===== config.mk =====
export PLATFORM = sky130hd
export DESIGN_NAME = riscv_lsu_split
export DESIGN_NICKNAME = d
export VERILOG_FILES = /design/src/rtl/riscv_lsu_split.sv
export SDC_FILE = /design/constraint.sdc
export NUM_CORES = 1
export LEC_CHECK = 0
export ABC_AREA = 1
export CORE_UTILIZATION = 49
export DETAILED_ROUTE_END_ITERATION = 8
export GPL_TIMING_DRIVEN = 0
export MAX_ROUTING_LAYER = met4
export PLACE_DENSITY = 0.9
export SYNTH_ARGS = -nofsm -noshare
export SYNTH_HDL_FRONTEND = slang
export SYNTH_SLANG_ARGS = --single-unit

===== constraint.sdc =====
create_clock -name clk_i -period 2.2 [get_ports clk_i]
set_input_delay 0.44 -clock clk_i [delete_from_list [all_inputs] [get_ports clk_i]]
set_output_delay 0.44 -clock clk_i [all_outputs]
set_load 0.02 [all_outputs]

===== src/rtl/riscv_lsu_split.sv =====
// riscv_lsu_split: load/store unit that splits misaligned accesses into two aligned memory beats
// Ports:
//   clk_i, rst_ni                  clock, asynchronous active-low reset
//   core_req_i/we_i/size_i         core access request, store flag, RISC-V funct3 size
//   core_addr_i/wd_i               byte address, LSB-aligned store data
//   core_rd_o/stall_o/err_o        extended load result, hold request, rejected access pulse
//   mem_req_o/we_o/be_o/addr_o/wd_o beat request towards data memory (registered)
//   mem_gnt_i/rvalid_i/rd_i        beat accept, beat response, read data
module riscv_lsu_split #(
    parameter int DATA_W         = 32,
    parameter int ADDR_W         = 32,
    parameter bit MISALIGN_SPLIT = 1'b1
) (
    input  logic                clk_i,
    input  logic                rst_ni,
    input  logic                core_req_i,
    input  logic                core_we_i,
    input  logic [2:0]          core_size_i,
    input  logic [ADDR_W-1:0]   core_addr_i,
    input  logic [DATA_W-1:0]   core_wd_i,
    output logic [DATA_W-1:0]   core_rd_o,
    output logic                core_stall_o,
    output logic                core_err_o,
    output logic                mem_req_o,
    output logic                mem_we_o,
    output logic [DATA_W/8-1:0] mem_be_o,
    output logic [ADDR_W-1:0]   mem_addr_o,
    output logic [DATA_W-1:0]   mem_wd_o,
    input  logic                mem_gnt_i,
    input  logic                mem_rvalid_i,
    input  logic [DATA_W-1:0]   mem_rd_i
);
    localparam int BE_W = DATA_W / 8;
    localparam int OW   = $clog2(BE_W);
    localparam logic [2:0] IDLE  = 3'd0;
    localparam logic [2:0] REQ0  = 3'd1;
    localparam logic [2:0] WAIT0 = 3'd2;
    localparam logic [2:0] REQ1  = 3'd3;
    localparam logic [2:0] WAIT1 = 3'd4;
    localparam logic [2:0] DONE  = 3'd5;
    localparam logic [2:0] ERR   = 3'd6;
    logic [2:0]          state, nxt;
    logic                we_q, we_c, idle, two_beat, illegal, nxt_req;
    logic [2:0]          size_q, size_c;
    logic [ADDR_W-1:0]   addr_q, addr_c, base;
    logic [DATA_W-1:0]   wd_q, wd_c, rd0_q, r0, sh, lmask, zx, res;
    logic [OW-1:0]       off;
    logic [2*BE_W-1:0]   bmask, m;
    logic [2*DATA_W-1:0] wdw, rdw;
    assign core_stall_o = core_req_i & ~(state == DONE | state == ERR);
    always_comb begin
        // In IDLE the live core inputs are used so beat 0 can be registered on the accept edge
        idle    = state == IDLE;
        we_c    = idle ? core_we_i : we_q;
        size_c  = idle ? core_size_i : size_q;
        addr_c  = idle ? core_addr_i : addr_q;
        wd_c    = idle ? core_wd_i : wd_q;
        off     = addr_c[OW-1:0];
        base    = {addr_c[ADDR_W-1:OW], {OW{1'b0}}};
        bmask   = size_c[1:0] == 2'd0 ? (2*BE_W)'(8'h01) :
                  size_c[1:0] == 2'd1 ? (2*BE_W)'(8'h03) :
                  size_c[1:0] == 2'd2 ? (2*BE_W)'(8'h0F) : (2*BE_W)'(8'hFF);
        m        = bmask << off;
        wdw      = {{DATA_W{1'b0}}, wd_c} << {off, 3'b000};
        two_beat = |m[2*BE_W-1:BE_W];
        illegal  = size_c == 3'd7 || (DATA_W == 32 && (size_c == 3'd3 || size_c == 3'd6));
        // Single-beat loads read both halves from the same word; the upper copy is truncated away
        r0    = state == WAIT0 ? mem_rd_i : rd0_q;
        rdw   = {mem_rd_i, r0} >> {off, 3'b000};
        sh    = rdw[DATA_W-1:0];
        lmask = size_c[1:0] == 2'd0 ? DATA_W'(8'hFF) :
                size_c[1:0] == 2'd1 ? DATA_W'(16'hFFFF) :
                size_c[1:0] == 2'd2 ? DATA_W'(32'hFFFF_FFFF) : '1;
        zx    = sh & lmask;
        // Sign bit is the top bit of the access mask
        res   = (!size_c[2] && |(sh & lmask & ~(lmask >> 1))) ? zx | ~lmask : zx;
        nxt   = state;
        case (state)
            IDLE:    if (core_req_i) nxt = (illegal || (two_beat && !MISALIGN_SPLIT)) ? ERR : REQ0;
            REQ0:    if (mem_gnt_i) nxt = WAIT0;
            WAIT0:   if (mem_rvalid_i) nxt = two_beat ? REQ1 : DONE;
            REQ1:    if (mem_gnt_i) nxt = WAIT1;
            WAIT1:   if (mem_rvalid_i) nxt = DONE;
            default: nxt = IDLE;
        endcase
        nxt_req = nxt == REQ0 || nxt == REQ1;
    end
    always_ff @(posedge clk_i or negedge rst_ni) begin
        if (!rst_ni) begin
            state      <= IDLE;
            we_q       <= 1'b0;
            size_q     <= '0;
            addr_q     <= '0;
            wd_q       <= '0;
            rd0_q      <= '0;
            core_rd_o  <= '0;
            core_err_o <= 1'b0;
            mem_req_o  <= 1'b0;
            mem_we_o   <= 1'b0;
            mem_be_o   <= '0;
            mem_addr_o <= '0;
            mem_wd_o   <= '0;
        end else begin
            state <= nxt;
            if (idle && core_req_i) begin
                we_q   <= core_we_i;
                size_q <= core_size_i;
                addr_q <= core_addr_i;
                wd_q   <= core_wd_i;
            end
            if (state == WAIT0 && mem_rvalid_i) rd0_q <= mem_rd_i;
            if (nxt == DONE && !we_c) core_rd_o <= res;
            core_err_o <= nxt == ERR;
            mem_req_o  <= nxt_req;
            mem_we_o   <= nxt_req && we_c;
            mem_be_o   <= nxt == REQ0 ? m[BE_W-1:0] : nxt == REQ1 ? m[2*BE_W-1:BE_W] : '0;
            mem_wd_o   <= nxt == REQ0 ? wdw[DATA_W-1:0] : nxt == REQ1 ? wdw[2*DATA_W-1:DATA_W] : '0;
            mem_addr_o <= nxt == REQ0 ? base : nxt == REQ1 ? base + ADDR_W'(BE_W) : '0;
        end
    end
endmodule


==> results of run 1 <==
## logic make-up after synthesis
group	after synthesis
flops	204
buf+inv	242
fa+ha+maj	1
other cells	1
mux	14
compound gates	304
xor+xnor	2
simple gates	888
## worst min-delay path by stage
| stage | to | slack [ps] | cells after the start |
|---|---|---|---|
| 6_report | wd_q[17] | 480 | 2 |
| 5_1_grt | addr_q[6] | 490 | 2 |
| 4_1_cts | wd_q[17] | 470 | 2 |
| 3_5_place_dp | wd_q[17] | 460 | 2 |
| 3_3_place_gp | wd_q[17] | 450 | 2 |
| 2_1_floorplan | addr_q[0] | 140 | 0 |
## flip-flops by register name, indices dropped and copies added, names as in the netlist
name / count
addr_q: 32
state: 3
core_rd_o: 32
mem_wd_o: 32
mem_addr_o: 30
size_q: 3
mem_be_o: 4
core_err_o: 1
wd_q: 32
rd0_q: 32
we_q: 1
mem_req_o: 1
mem_we_o: 1
## critical path, stage by stage (launching register included)
cell,delay (ps)
dfrtp_2,440
nor2_4,200
nand2_4,110
buf_12,150
buf_6,160
nand2_2,90
o21ai_4,130
inv_2,120
ha_4,150
nand2_4,60
nor2_4,150
inv_4,100
nor2_4,160
nand2_1,120
xor2_1,180
o21ai_2,220
## what timing repair did
item                                    in CTS  in global routing
gates cloned                                14                  0
buffers inserted                            61                 26
pin swaps                                   70                 38
hold endpoints to repair                    58                  0
gates resized for setup                    390                181
hold buffers                                 1                  0
endpoints found under the setup margin     146                139
## stage by stage
stage | hold slack (ps) | instances | setup WS (ps)
2_1_floorplan | 144 | 1657 | -28.6
3_3_place_gp | 447 | 2182 | -7480
4_1_cts | 473 | 2297 | -189
3_5_place_dp | 459 | 2183 | -1010
5_1_grt | 495 | 2322 | -473
6_report | 475 | 2323 | -459
## synthesized netlist by cell type, types with 7 or more instances
cell,number
nor3_1,10
nand4_1,18
nand2_2,9
o21ai_0,200
mux2i_1,11
nand2_1,611
nor2_1,68
nor2_2,7
buf_4,7
o21ai_2,7
inv_1,134
buf_6,14
nand3_1,146
inv_2,7
clkbuf_1,39
buf_2,34
o211ai_1,37
o21ai_1,49
dfrtp_1,204
## per-layer routing
metal | GRT usage | up-vias | part of all wire | wire length [µm]
li1 | - | 6025 | - | -
met5 | - | - | 0 | 0
met3 | 0.0986 | 333 | 0.12 | 6250
met1 | 0.492 | 6534 | 0.35 | 18300
met4 | 0.242 | 0 | 0.076 | 3960
met2 | 0.641 | 1129 | 0.45 | 23300
## layout make-up
| type | count | share of cell area |
|---|---|---|
| Antenna cell | 3 | 0.000421 |
| Buffer | 100 | 0.0444 |
| Clock buffer | 33 | 0.0361 |
| Clock inverter | 6 | 0.00589 |
| Inverter | 142 | 0.0319 |
| Multi-Input combinational cell | 1213 | 0.400 |
| Sequential cell | 204 | 0.286 |
| Tap cell | 319 | 0.0224 |
| Timing Repair Buffer | 303 | 0.173 |
## power by group through the flow
stage	Clock, W	Sequential (W)	Combinational [W]
floorplan	0	0.00644	0.00968
detailed placement	0	0.00597	0.0157
finish	0.00397	0.00607	0.0237
global placement	0	0.00594	0.0154
CTS	0.00392	0.00598	0.0206
global route	0.00407	0.00617	0.0248
==> results by group, run 1 <==
Outcome
  • Outcome: finished, violations left
  • Failing checks: negative setup slack

Final layout
  • Most common cell after layout, fill and taps aside: nand2_1
  • Final Cell Area: 0.0178 mm²
  • Area grow syn2layout: 51.4%
  • Most frequent cells in the layout: nand2_1 (509), clkdlybuf4s50_1 (204), dfrtp_1 (202), o21ai_0 (135), inv_1 (122)
  • Register area: between 0.005 and 0.006 mm²
  • Final design utilization: 0.758
  • Layout cells sized above 1: 0.265
  • Fill cells: around 1,600
  • Nets: 2,092
  • Multi-input gate area: 0.00713 mm²

Global routing
  • Vias in the first global route: between 10,000 and 15,000
  • First-pass GRT wire length: between 70,000 and 80,000 µm
  • GRT Overall Usage: 0.414
  • Initial antenna violation count: 2
  • Global route overflow: 0
  • Largest net degree at the start of global routing: between 100 and 150

Clock tree
  • Cts bufs inserted: 22
  • CTS tree: yes
  • Clock Tree Root: clkbuf_16
  • # H-tree levels: 1
  • Clk buf depth: 3
  • CTS Sinks: just over 200
  • Worst-Skew Late Latency: 540 ps
  • Clock transition at the registers of the reported paths: 70 ps

Floorplan
  • Row count: 56
  • Die Wd: 157 µm
  • Core area: 0.0235 mm²
  • Top-Level Pins: 209
  • Die H: 157 µm
  • Starting Density: 0.500
  • Die area: around 0.025 mm²

Route
  • DR vias/cell: between 6 and 7
  • Pre-antenna DRT Iters: 6
  • Routed vias: roughly 14,000
  • Iteration-0 DRC Markers: roughly 2,000
  • Wire per inst: between 20 and 25 µm
  • Residual DRC: 0
  • Detail Route Antenna Nets: 0
  • Final WL: a little over 50,000 µm

Pwr
  • Sw Ratio: 0.521
  • Clock share of power: 0.118
  • Logic pwr share: 0.702
  • VDD IR max: approximately 0.86 mV
  • Pwr Density: around 1900 mW/mm²
  • Pint: 0.0162 W
  • Sw power: roughly 0.018 W
  • Leakage: ~8.4 nW
  • Final Power: roughly 0.034 W
  • Sequential share of power: 0.180

Critical path
  • CP Max Fanout: 10
  • Worst Setup SP: state[1]
  • Setup crit end: mem_addr_o[18]
  • Worst r2r dst: mem_addr_o[18]
  • Setup crit start kind: flip-flop
  • RR Startpoint: state[1]
  • Req. time, crit path: about 2600 ps
  • Worst setup path category: reg2reg
  • CP endpoint kind: flip-flop
  • Reg2Reg Depth: 15
  • R2R Setup Slk: -460 ps
  • Crit path DAT: just over 3000 ps

Synth
  • Seq/Total Area, Yosys: 0.433
  • Post-Synthesis Cell Area: 0.0118 mm²
  • Largest family of logic cells by synthesized area: simple AND/OR/NAND/NOR gates
  • Post-synth cell types: 40
  • Yosys reg bits: 204
  • Post-synth top area share: 0.433
  • Synthesized area per cell: 7.11 µm²
  • Ys async rst share: 1.00
  • Synth Warn #: 0
  • Number of synthesized flops with an enable pin: 0
  • Area contributors post-synth: dfrtp_1 (43%), nand2_1 (19%), o21ai_0 (8.5%), nand3_1 (6.2%), inv_1 (4.3%)
  • Synth Flop Type: dfrtp_1
  • Post-synthesis compound-gate area fraction: 0.142
  • Simple-gate area share of the yosys netlist: 0.316
  • Area leader, netlist: dfrtp_1
  • Post-Synth Adder-Cell Area: 0.00106
  • Post-synthesis mux area share: 0.0122
  • Cell count after synthesis: around 1,700
  • Synth Area in XOR/XNOR: 0.00149

Timing
  • Setup-failing EPs final: between 100 and 150
  • TNS Setup: -23,450 ps
  • Fin. max-slew vios: 0
  • Period utilization: 1.21
  • Worst Slack Setup Final: -459 ps
  • Min Tclk post-route: about 2700 ps
  • Final hold viol count: 0
  • Relative slew slack: 0.471
  • Worst-margin pin slew: between 700 and 800 ps
  • Clock Skews: 13.4 ps
  • RSZ-0062 raised after global routing: true
  • Fmax: roughly 380 MHz

Worst hold path
  • Hold WC Path Type: reg2reg
  • Startpoint of the worst hold path: wd_q[17]

Placed design
  • Placed Instance Area: approximately 0.014 mm²
  • GP Congestion: between 0.9 and 1
  • Detailed Place HPWL: 32,700 µm
  • Port-buffer cells: between 200 and 250

Job
  • Max cap viols: 0
Note: power is estimated with default switching activity, not from simulation.
==> run 2, diff against run 1 <==
--- a/config.mk
+++ b/config.mk
@@ -11,6 +11,8 @@
 export GPL_TIMING_DRIVEN = 0
 export MAX_ROUTING_LAYER = met4
 export PLACE_DENSITY = 0.9
+export SETUP_SLACK_MARGIN = 0.3
+export SLEW_MARGIN = 20
 export SYNTH_ARGS = -nofsm -noshare
 export SYNTH_HDL_FRONTEND = slang
 export SYNTH_SLANG_ARGS = --single-unit
==> run 2 against run 1 <==
The flow still finishes with violations (negative setup slack). Sequential power barely moved. Hold slack got worse by 180 ps. Core utilization rose by 1.1 points. Critical endpoint is now core_rd_o[15].
==> results by group, run 2 (synthesized netlist as in run 1, its figures left out) <==
Outcome
  • Outcome: finished, violations left
  • Failing checks: negative setup slack

Route
  • Detail Route Antenna Nets: 0 (unchanged)
  • Routed vias: 14,400 (+2.4%)
  • Pre-antenna DRT Iters: 7 (+1)
  • Wire per inst: 23.0 µm (+3.3%)
  • Final WL: 53,500 µm (+3.3%)
  • Residual DRC: 0 (unchanged)
  • Iteration-0 DRC Markers: 2,264 (+15%)
  • DR vias/cell: 6.18 (+2.3%)

Clock tree
  • Clock transition at the registers of the reported paths: 70 ps (about the same)
  • Clock Tree Root: clkbuf_16
  • Worst-Skew Late Latency: 540 ps (about the same)
  • # H-tree levels: 1 (unchanged)
  • Cts bufs inserted: 22 (unchanged)
  • Clk buf depth: 3 (unchanged)
  • CTS tree: yes
  • CTS Sinks: 204 (unchanged)

Floorplan
  • Die H: 157 µm (unchanged)
  • Core area: 0.0235 mm² (unchanged)
  • Starting Density: 0.500 (unchanged)
  • Die Wd: 157 µm (unchanged)
  • Row count: 56 (unchanged)
  • Die area: 0.0247 mm² (unchanged)
  • Top-Level Pins: 209 (unchanged)

Global routing
  • GR Util met3: 0.0743 (-0.0242)
  • Global route overflow: 0 (unchanged)
  • GR Util met1: 0.510 (+0.0178)
  • Initial antenna violation count: 1 (-1)
  • M2 GR Usage: 0.646 (+0.00444)
  • GRT Overall Usage: 0.414 (+0.000475)
  • Vias in the first global route: 13,500 (+0.85%)
  • Top Usage Layer GRT: met2
  • Largest net degree at the start of global routing: 104 (-4.6%)
  • First-pass GRT wire length: 75,200 µm (+0.49%)

Critical path
  • CP Max Fanout: 10 (unchanged)
  • Req. time, crit path: 2680 ps (+50 ps)
  • Worst path max stage delay: 440 ps (about the same)
  • Crit-path cells: inv_2, buf_4, buf_6, nand3_1, nand2_4, buf_4, nand2_1, nand3_1, nand3_1, nand2_1, nand3_1, nand2_1, nand3_1, nand2_2
  • CP endpoint kind: flip-flop
  • CP bufs+invs: 4 (unchanged)
  • Worst setup path category: reg2reg
  • Setup crit start kind: flip-flop
  • CP delay by family, top: simple AND/OR/NAND/NOR gates
  • Crit path DAT: 3110 ps (+20 ps)
  • Slowest CP cell: dfrtp_1
  • Most frequent CP cell: nand3_1

Timing
  • Final hold viol count: 0 (unchanged)
  • Setup-failing EPs final: 100 (-0.99%)
  • Fin. max-slew vios: 0 (unchanged)
  • Min Tclk post-route: 2630 ps (-26.9 ps)
  • Period utilization: 1.20 (-0.0122)
  • RSZ-0062 raised after global routing: true
  • Clock Skews: 37.3 ps (+23.9 ps)
  • Fmax: 380 MHz (+1.0%)
  • Worst-margin pin slew: 571 ps (-223 ps)
  • Relative slew slack: 0.620 (+0.148)
  • Worst Slack Setup Final: -433 ps (+26.9 ps)

Final layout
  • Area grow syn2layout: 53.5%
  • Layout cells sized above 1: 0.275 (+0.0101)
  • Most frequent cells in the layout: nand2_1 (507), dfrtp_1 (203), clkdlybuf4s50_1 (160), inv_1 (124), nand3_1 (116)
  • Most common cell after layout, fill and taps aside: nand2_1
  • Nets: 2,095 (+0.14%)
  • Fill cells: 1,520 (-6.6%)
  • Post-Layout Cell Count: 2,324 (+0.043%)

Placed design
  • Detailed Place HPWL: 33,200 µm (+1.6%)
  • GP Congestion: 1.02 (+2.9%)
  • Place WS: -896 ps (+109 ps)
  • Placed Instances: 2,184 (+0.046%)
  • Port-buffer cells: 206 (unchanged)

Pwr
  • Leakage: 9.15 nW (+9.2%)
  • Pwr Density: 1880 mW/mm² (-0.67%)
  • Final Power: 0.0340 W (+0.72%)
  • VDD IR max: 0.966 mV (+12%)

Worst hold path
  • Hold WC Path Type: in2async

Job
  • Max cap viols: 0 (unchanged)
-- run 2: repair_timing --
action,CTS,global route
pin swaps,42,60
setup buffers,67,20
cloned,10,2
endpoints found under the setup margin,245,282
hold buffers,1,0
resized for setup,339,352
endpoints found under the hold margin,40,0
-- run 2: layout make-up --
class	count	area (µm²)	area share
Timing Repair Buffer	308	3290	0.182
Multi-Input combinational cell	1211	7080	0.391
Clock buffer	32	669	0.0370
Sequential cell	204	5110	0.282
Tap cell	319	399	0.0221
Buffer	100	943	0.0522
Clock inverter	7	43.8	0.00242
Antenna cell	1	2.50	0.000138
Inverter	142	552	0.0305
-- run 2: report_power, final --
part	leakage (nW)	switching (W)	internal, W	total, W
registers	2.64	0.000849	0.00523	0.00608
clock network	0.350	0.00162	0.00211	0.00373
logic	6.16	0.0154	0.00882	0.0242
total	9.15	0.0178	0.0162	0.0340
-- run 2: path summary, 6_finish.rpt --
path | to | slack [ps] | cells past startpoint | startpoint
worst min-delay path | addr_q[13] | 290 | 2 | rst_ni
min in group clk_i | wd_q[14] | 480 | 2 | wd_q[14]
worst max-delay path | core_rd_o[15] | -430 | 14 | state[2]
worst max register to register | core_rd_o[15] | -430 | 14 | state[2]
max in group asynchronous | mem_wd_o[20] | 760 | 4 | rst_ni
worst min register to register | wd_q[14] | 480 | 2 | wd_q[14]
-- run 2: metrics by stage --
step,area [µm²],hold slack [ps],setup TNS [ps],utilization
final,18100,293,-26080,0.768
after global routing,18100,317,-30180,0.768
after CTS,16900,288,-7510,0.719
after detailed placement,14400,219,-104110,0.612
after global placement,14300,446,-1616240,0.609
after floorplan,11900,144,-68.3,-
-- run 2: worst register-to-register path, cell delays in order (launching register included) --
cell     delay (ps)
dfrtp_1         440
inv_2           150
buf_4           140
buf_6           150
nand3_1         150
nand2_4         150
buf_4           210
nand2_1          90
nand3_1         130
nand3_1         120
nand2_1         130
nand3_1         270
nand2_1         190
nand3_1         150
nand2_2         110
-- run 2: metal layers --
layer,vias up,share of wire
li1,6029,-
met1,6623,0.35
met2,1261,0.45
met3,440,0.12
met4,0,0.088
met5,-,0
==> run 3, diff against run 2 <==
--- a/config.mk
+++ b/config.mk
@@ -9,6 +9,7 @@
 export CORE_UTILIZATION = 49
 export DETAILED_ROUTE_END_ITERATION = 8
 export GPL_TIMING_DRIVEN = 0
+export HOLD_SLACK_MARGIN = 0.05
 export MAX_ROUTING_LAYER = met4
 export PLACE_DENSITY = 0.9
 export SETUP_SLACK_MARGIN = 0.3
==> results of run 3 <==
The final DEF is identical to that of run 2; final timing and power are the same.
